$ cat src/rtl/a2d_resp.sv
// SPI responder emulating an 8-channel 12-bit A2D converter.
// Optional A2D_RAMP_EN: the returned channel increments on each good frame.
module a2d_resp #(
  parameter int SCLK_SYNC_STAGES = 2
) (
  input  logic        clk,
  input  logic        rst_n,
  input  logic        SS_n,
  input  logic        SCLK,
  input  logic        MOSI,
  output logic        MISO,
  input  logic        wr_en,
  input  logic [2:0]  wr_chnl,
  input  logic [11:0] wr_data,
  output logic        trans_done,
  output logic        frm_err,
  output logic [2:0]  cur_chnl,
  output logic [7:0]  trans_cnt
);

  localparam int N = SCLK_SYNC_STAGES;

  typedef enum logic {IDLE, SHIFT} state_t;

  state_t      state;
  logic [N-1:0] ss_q;
  logic [N-1:0] sclk_q;
  logic [N-1:0] mosi_q;
  logic        ss_d;
  logic        sclk_d;
  logic        ss_s;
  logic        sclk_s;
  logic        mosi_s;
  logic        ss_fall;
  logic        ss_rise;
  logic        sclk_rise;
  logic        sclk_fall;
  logic        good_end;
  logic [15:0] tx_shft;
  logic [15:0] rx_shft;
  logic [4:0]  bit_cnt;
  logic [11:0] regs [8];

  assign ss_s   = ss_q[N-1];
  assign sclk_s = sclk_q[N-1];
  assign mosi_s = mosi_q[N-1];

  assign ss_fall   = ss_d & ~ss_s;
  assign ss_rise   = ~ss_d & ss_s;
  assign sclk_rise = ~sclk_d & sclk_s;
  assign sclk_fall = sclk_d & ~sclk_s;

  assign good_end = (state == SHIFT) && ss_rise &&
                    (bit_cnt == 5'd16);

  always_ff @(posedge clk) begin
    if (!rst_n) begin
      ss_q   <= '1;
      sclk_q <= '0;
      mosi_q <= '0;
      ss_d   <= 1'b1;
      sclk_d <= 1'b0;
    end else begin
      ss_q   <= {ss_q[N-2:0], SS_n};
      sclk_q <= {sclk_q[N-2:0], SCLK};
      mosi_q <= {mosi_q[N-2:0], MOSI};
      ss_d   <= ss_s;
      sclk_d <= sclk_s;
    end
  end

  // A same-cycle write to the ramped channel overrides the increment.
  always_ff @(posedge clk) begin
    if (!rst_n) begin
      for (int i = 0; i < 8; i++) regs[i] <= '0;
    end else begin
`ifdef A2D_RAMP_EN
      if (good_end)
        regs[cur_chnl] <= regs[cur_chnl] + 12'd1;
`else
      if (good_end && 1'b0)
        regs[cur_chnl] <= regs[cur_chnl];
`endif
      if (wr_en)
        regs[wr_chnl] <= wr_data;
    end
  end

  always_ff @(posedge clk) begin
    if (!rst_n) begin
      state      <= IDLE;
      tx_shft    <= '0;
      rx_shft    <= '0;
      bit_cnt    <= '0;
      cur_chnl   <= '0;
      trans_cnt  <= '0;
      trans_done <= 1'b0;
      frm_err    <= 1'b0;
      MISO       <= 1'b0;
    end else begin
      trans_done <= 1'b0;
      frm_err    <= 1'b0;
      MISO       <= (state == SHIFT) ? tx_shft[15] : 1'b0;
      unique case (state)
        IDLE: begin
          if (ss_fall) begin
            tx_shft <= {4'b0000, regs[cur_chnl]};
            bit_cnt <= '0;
            state   <= SHIFT;
          end
        end
        SHIFT: begin
          if (ss_rise) begin
            state <= IDLE;
            if (bit_cnt == 5'd16) begin
              cur_chnl   <= rx_shft[13:11];
              trans_cnt  <= trans_cnt + 8'd1;
              trans_done <= 1'b1;
            end else begin
              frm_err <= 1'b1;
            end
          end else begin
            if (sclk_rise) begin
              rx_shft <= {rx_shft[14:0], mosi_s};
              if (bit_cnt != 5'd31)
                bit_cnt <= bit_cnt + 5'd1;
            end
            if (sclk_fall && bit_cnt < 5'd16)
              tx_shft <= {tx_shft[14:0], 1'b0};
          end
        end
        default: state <= IDLE;
      endcase
    end
  end

endmodule

$ cat config.mk
export PLATFORM = sky130hd
export DESIGN_NAME = a2d_resp
export DESIGN_NICKNAME = d
export VERILOG_FILES = /design/src/rtl/a2d_resp.sv
export SDC_FILE = /design/constraint.sdc
export NUM_CORES = 1
export LEC_CHECK = 0
export CAP_MARGIN = 25
export CORE_MARGIN = 2
export CORE_UTILIZATION = 49
export CTS_BUF_LIST = sky130_fd_sc_hd__clkbuf_16
export DETAILED_ROUTE_END_ITERATION = 10
export PLACE_DENSITY = 0.76
export RECOVER_POWER = 50
export SYNTH_ARGS = -nofsm -noshare
export SYNTH_HDL_FRONTEND = slang
export SYNTH_SLANG_ARGS = --single-unit
$ cat constraint.sdc
create_clock -name clk -period 2.25 [get_ports clk]
set_input_delay 0.45 -clock clk [delete_from_list [all_inputs] [get_ports clk]]
set_output_delay 0.45 -clock clk [all_outputs]
set_load 0.005 [all_outputs]
==> results_dict.tcl <==
set metrics [dict create \
    synth_nets 533 \
    place.detailed.hpwl_um 8827 \
    r2r_cells 7 \
    insertion_delay_ns 0.42 \
    hold_viol_final 0 \
    io_pins 35 \
    syn_avg_cell_area_um2 13.46 \
    peakVddDrop_uv 527.5 \
    min_period_over_period_pct 92.21 \
    fmax_mhz 482.0 \
    crit_end "regs[2][4]" \
    crit_family "buffers and inverters" \
    core_area_um2 13770 \
    fin_worst_skew_ns 0.007517 \
    critPathBufInv 2 \
    power_density_nw_per_um2 798.7 \
    timing.critical_path.mode_cell "nand2b_1" \
    die_h_um 122.1 \
    maxCapViolations 0 \
    p_int_mw 5.033 \
    crit_start "wr_chnl[0]" \
    synthArstFlopShare_pct 0 \
    cts_tree "done" \
    cts_num_sinks 157 \
    fin_setup_tns_ns 0 \
    switching_share_pct 20.92 \
    syn_to_final_growth_pct 16.54 \
    slew_viol_final 0 \
    yosysTopAreaCell "edfxtp_1" \
    overflow 0 \
    clock_path_buffers 2 \
    ys.flop_type "edfxtp_1" \
    setup_viol 0 \
    finish.utilization_pct 57.86 \
    drt-wirelength-per-cell_um 17.96 \
    die_area_um2 14920 \
    ys_seq_area_share_pct 60.02 \
    antenna_found_initial 0 \
    port_buffers 34 \
    pre_cts_ws_ns 0.07170 \
    rr_startpoint "bit_cnt[0]" \
    finalPower_mw 6.364 \
    design_area_um2 7969 \
    grt_pass1_vias 4093 \
    rsz0062_at_grt "no" \
    antenna_left 0 \
    ys_ff_latch 157 \
    required_ns 2.31 \
    grt_pass1_wl_um 21250 \
    r2r-end "bit_cnt[3]" \
    path_cells "dlygate4sd3_1 > nand2b_1 > nor3_1 > nand2b_1 > clkbuf_1" \
    drt-vias-per-instance 5.441 \
    status "complete, no violations" \
    crit_arrival_ns 2.13 \
    clkPwrFrac_pct 45.1 \
    dpl_cell_area_um2 7455 \
    hp-start "ss_q[0]" \
    min_path_type "register to register" \
    synth_cell_types 39 \
    crit_fanout 8 \
    drc_errors 0 \
    ctsHoldBuffers 0 \
    sequentialPowerShare_pct 50.7 \
    startpoint_type "input port" \
    yosys_warnings 0 \
    cts-buffers-inserted 17 \
    die_w_um 122.1 \
    grt_usage_pct 19.37 \
    drt_iter0_markers 367 \
    timing.final.ws_setup_ns 0.1753 \
    worstMarginPinSlew_ns 0.7267 \
    path_clk_slew_ns 0.06 \
    crit_type "input port to register" \
    cts_resized 0 \
    syn_inst 508 \
    combinationalPowerShare_pct 4.2 \
    switchingPower_mw 1.332 \
    cpPeakStageDelay_ns 0.58 \
    vias 4070 \
    p_leak_nw 2.869 \
    num_rows 43 \
    diodes 0 \
    synth-edff-count 96 \
    synth_largest_type_area_fraction_pct 42.16 \
    slew_headroom_pct 51.37 \
    initial_utilization_pct 49.65 \
    h-tree-depth 4 \
    cp.depth 5 \
    cts_setup_buffers 0 \
    firstDrtPassIters 4 \
    finalWeightedCongestion 0.8721 \
    ys_top_cells_by_area "edfxtp_1 42%, dfxtp_1 18%, and2_1 10%" \
    cp-end-kind "register" \
    reg2reg_slack_ns 0.22 \
    grt_max_degree 75 \
    fin_nets 580 \
    ctsRootBufferMaster "clkbuf_16" \
    drive_gt1_share_pct 11.44 \
    wl_um 13430 \
    min_period_ns 2.075 \
    critical_path.slowest_cell "dlygate4sd3_1" \
    syn-cell-area_um2 6838 \
]
## kinds of logic (layout without fill, tap and decap cells)
logic type | after synthesis | count (layout) | share of synthesized area (%)
simple gates | 217 | 217 | 19.41
flops | 157 | 157 | 60.02
mux | 56 | 56 | 13.03
buf+inv | 38 | 98 | 2.726
compound gates | 29 | 29 | 3.184
xor+xnor | 7 | 7 | 0.8966
fa+ha+maj | 4 | 4 | 0.7320
## cells in the mapped netlist (4+ instances only)
master and instances:
ha_1 4, and2_1 112, buf_2 5, nor2b_1 22, nand2b_1 9, dfxtp_1 61
mux4_2 16, buf_6 4, o21ai_0 8, mux2i_1 32, edfxtp_1 96, xor2_1 7
inv_1 6, nand2_1 11, nor2_1 5, nand3_1 28, clkbuf_1 19, mux4_1 8
o221ai_1 11, a21boi_0 5, nor3_1 7
## how the worst min path moves through the flow
stage / to / slack (ns) / depth (start not counted)
2_1_floorplan: ss_q[1] / 0.39 / 1
3_3_place_gp: ss_q[1] / 0.40 / 1
3_5_place_dp: ss_q[1] / 0.40 / 1
4_1_cts: ss_q[1] / 0.41 / 1
5_1_grt: ss_q[1] / 0.44 / 1
6_report: ss_q[1] / 0.42 / 1
## sequential cells by signal (all words and copies together), names as in the netlist, 2 cells and up, named ones only
register   cells
bit_cnt        5
cur_chnl       3
mosi_q         2
regs          96
rx_shft       14
sclk_q         2
ss_q           2
trans_cnt      8
tx_shft       16
## power groups by stage
| stage | Sequential [mW] | Combinational (mW) | Clock [mW] |
|---|---|---|---|
| floorplan | 3.26 | 0.156 | 0 |
| global placement | 3.27 | 0.273 | 0 |
| detailed placement | 3.28 | 0.283 | 0 |
| CTS | 3.23 | 0.285 | 2.92 |
| global route | 3.23 | 0.291 | 3.03 |
| finish | 3.23 | 0.269 | 2.87 |
## worst reg2reg max path, delay by kind of cell (launching register included)
family                   cells  cell delay, ns
AND/OR/NAND/NOR              3            0.85
AO/OA/AOI/OAI                2            0.37
adder cells (fa/ha/maj)      2            0.40
flip-flops                   1            0.33
## layer usage
layer | vias up | global-route usage (%) | part of all wire [%]
met5 | - | 0 | 0
met4 | 0 | 7.615 | 1.9
met3 | 21 | 4.635 | 3.8
met2 | 95 | 33.24 | 52
met1 | 2018 | 23.64 | 43
li1 | 1936 | - | -
## through the flow
step           std cells  hold WS, ns
2_1_floorplan        508       0.3863
3_3_place_gp         716       0.3978
3_5_place_dp         716       0.3986
4_1_cts              748       0.4123
5_1_grt              748       0.4375
6_report             748       0.4163
## placed cells by master (no fill, tap or decap), types with 8 or more instances in the layout
cell type,instances
and2_1,84
nand2b_1,9
clkbuf_16,17
clkbuf_1,15
nor2b_1,22
edfxtp_1,96
clkdlybuf4s50_1,31
buf_4,10
nand3_1,28
dfxtp_1,61
o221ai_1,11
mux4_2,16
and2_0,28
mux4_1,8
nand2_1,11
mux2i_1,32
## area by class of cell
class                           count  area, µm²
Fill cell                        1126       5804
Sequential cell                   157       4104
Multi-Input combinational cell    313       2529
Timing Repair Buffer               60      494.2
Clock buffer                       17      425.4
Tap cell                          180      225.2
Clock inverter                     15      168.9
Inverter                            6      22.52
(Power assumes the default switching activity.)
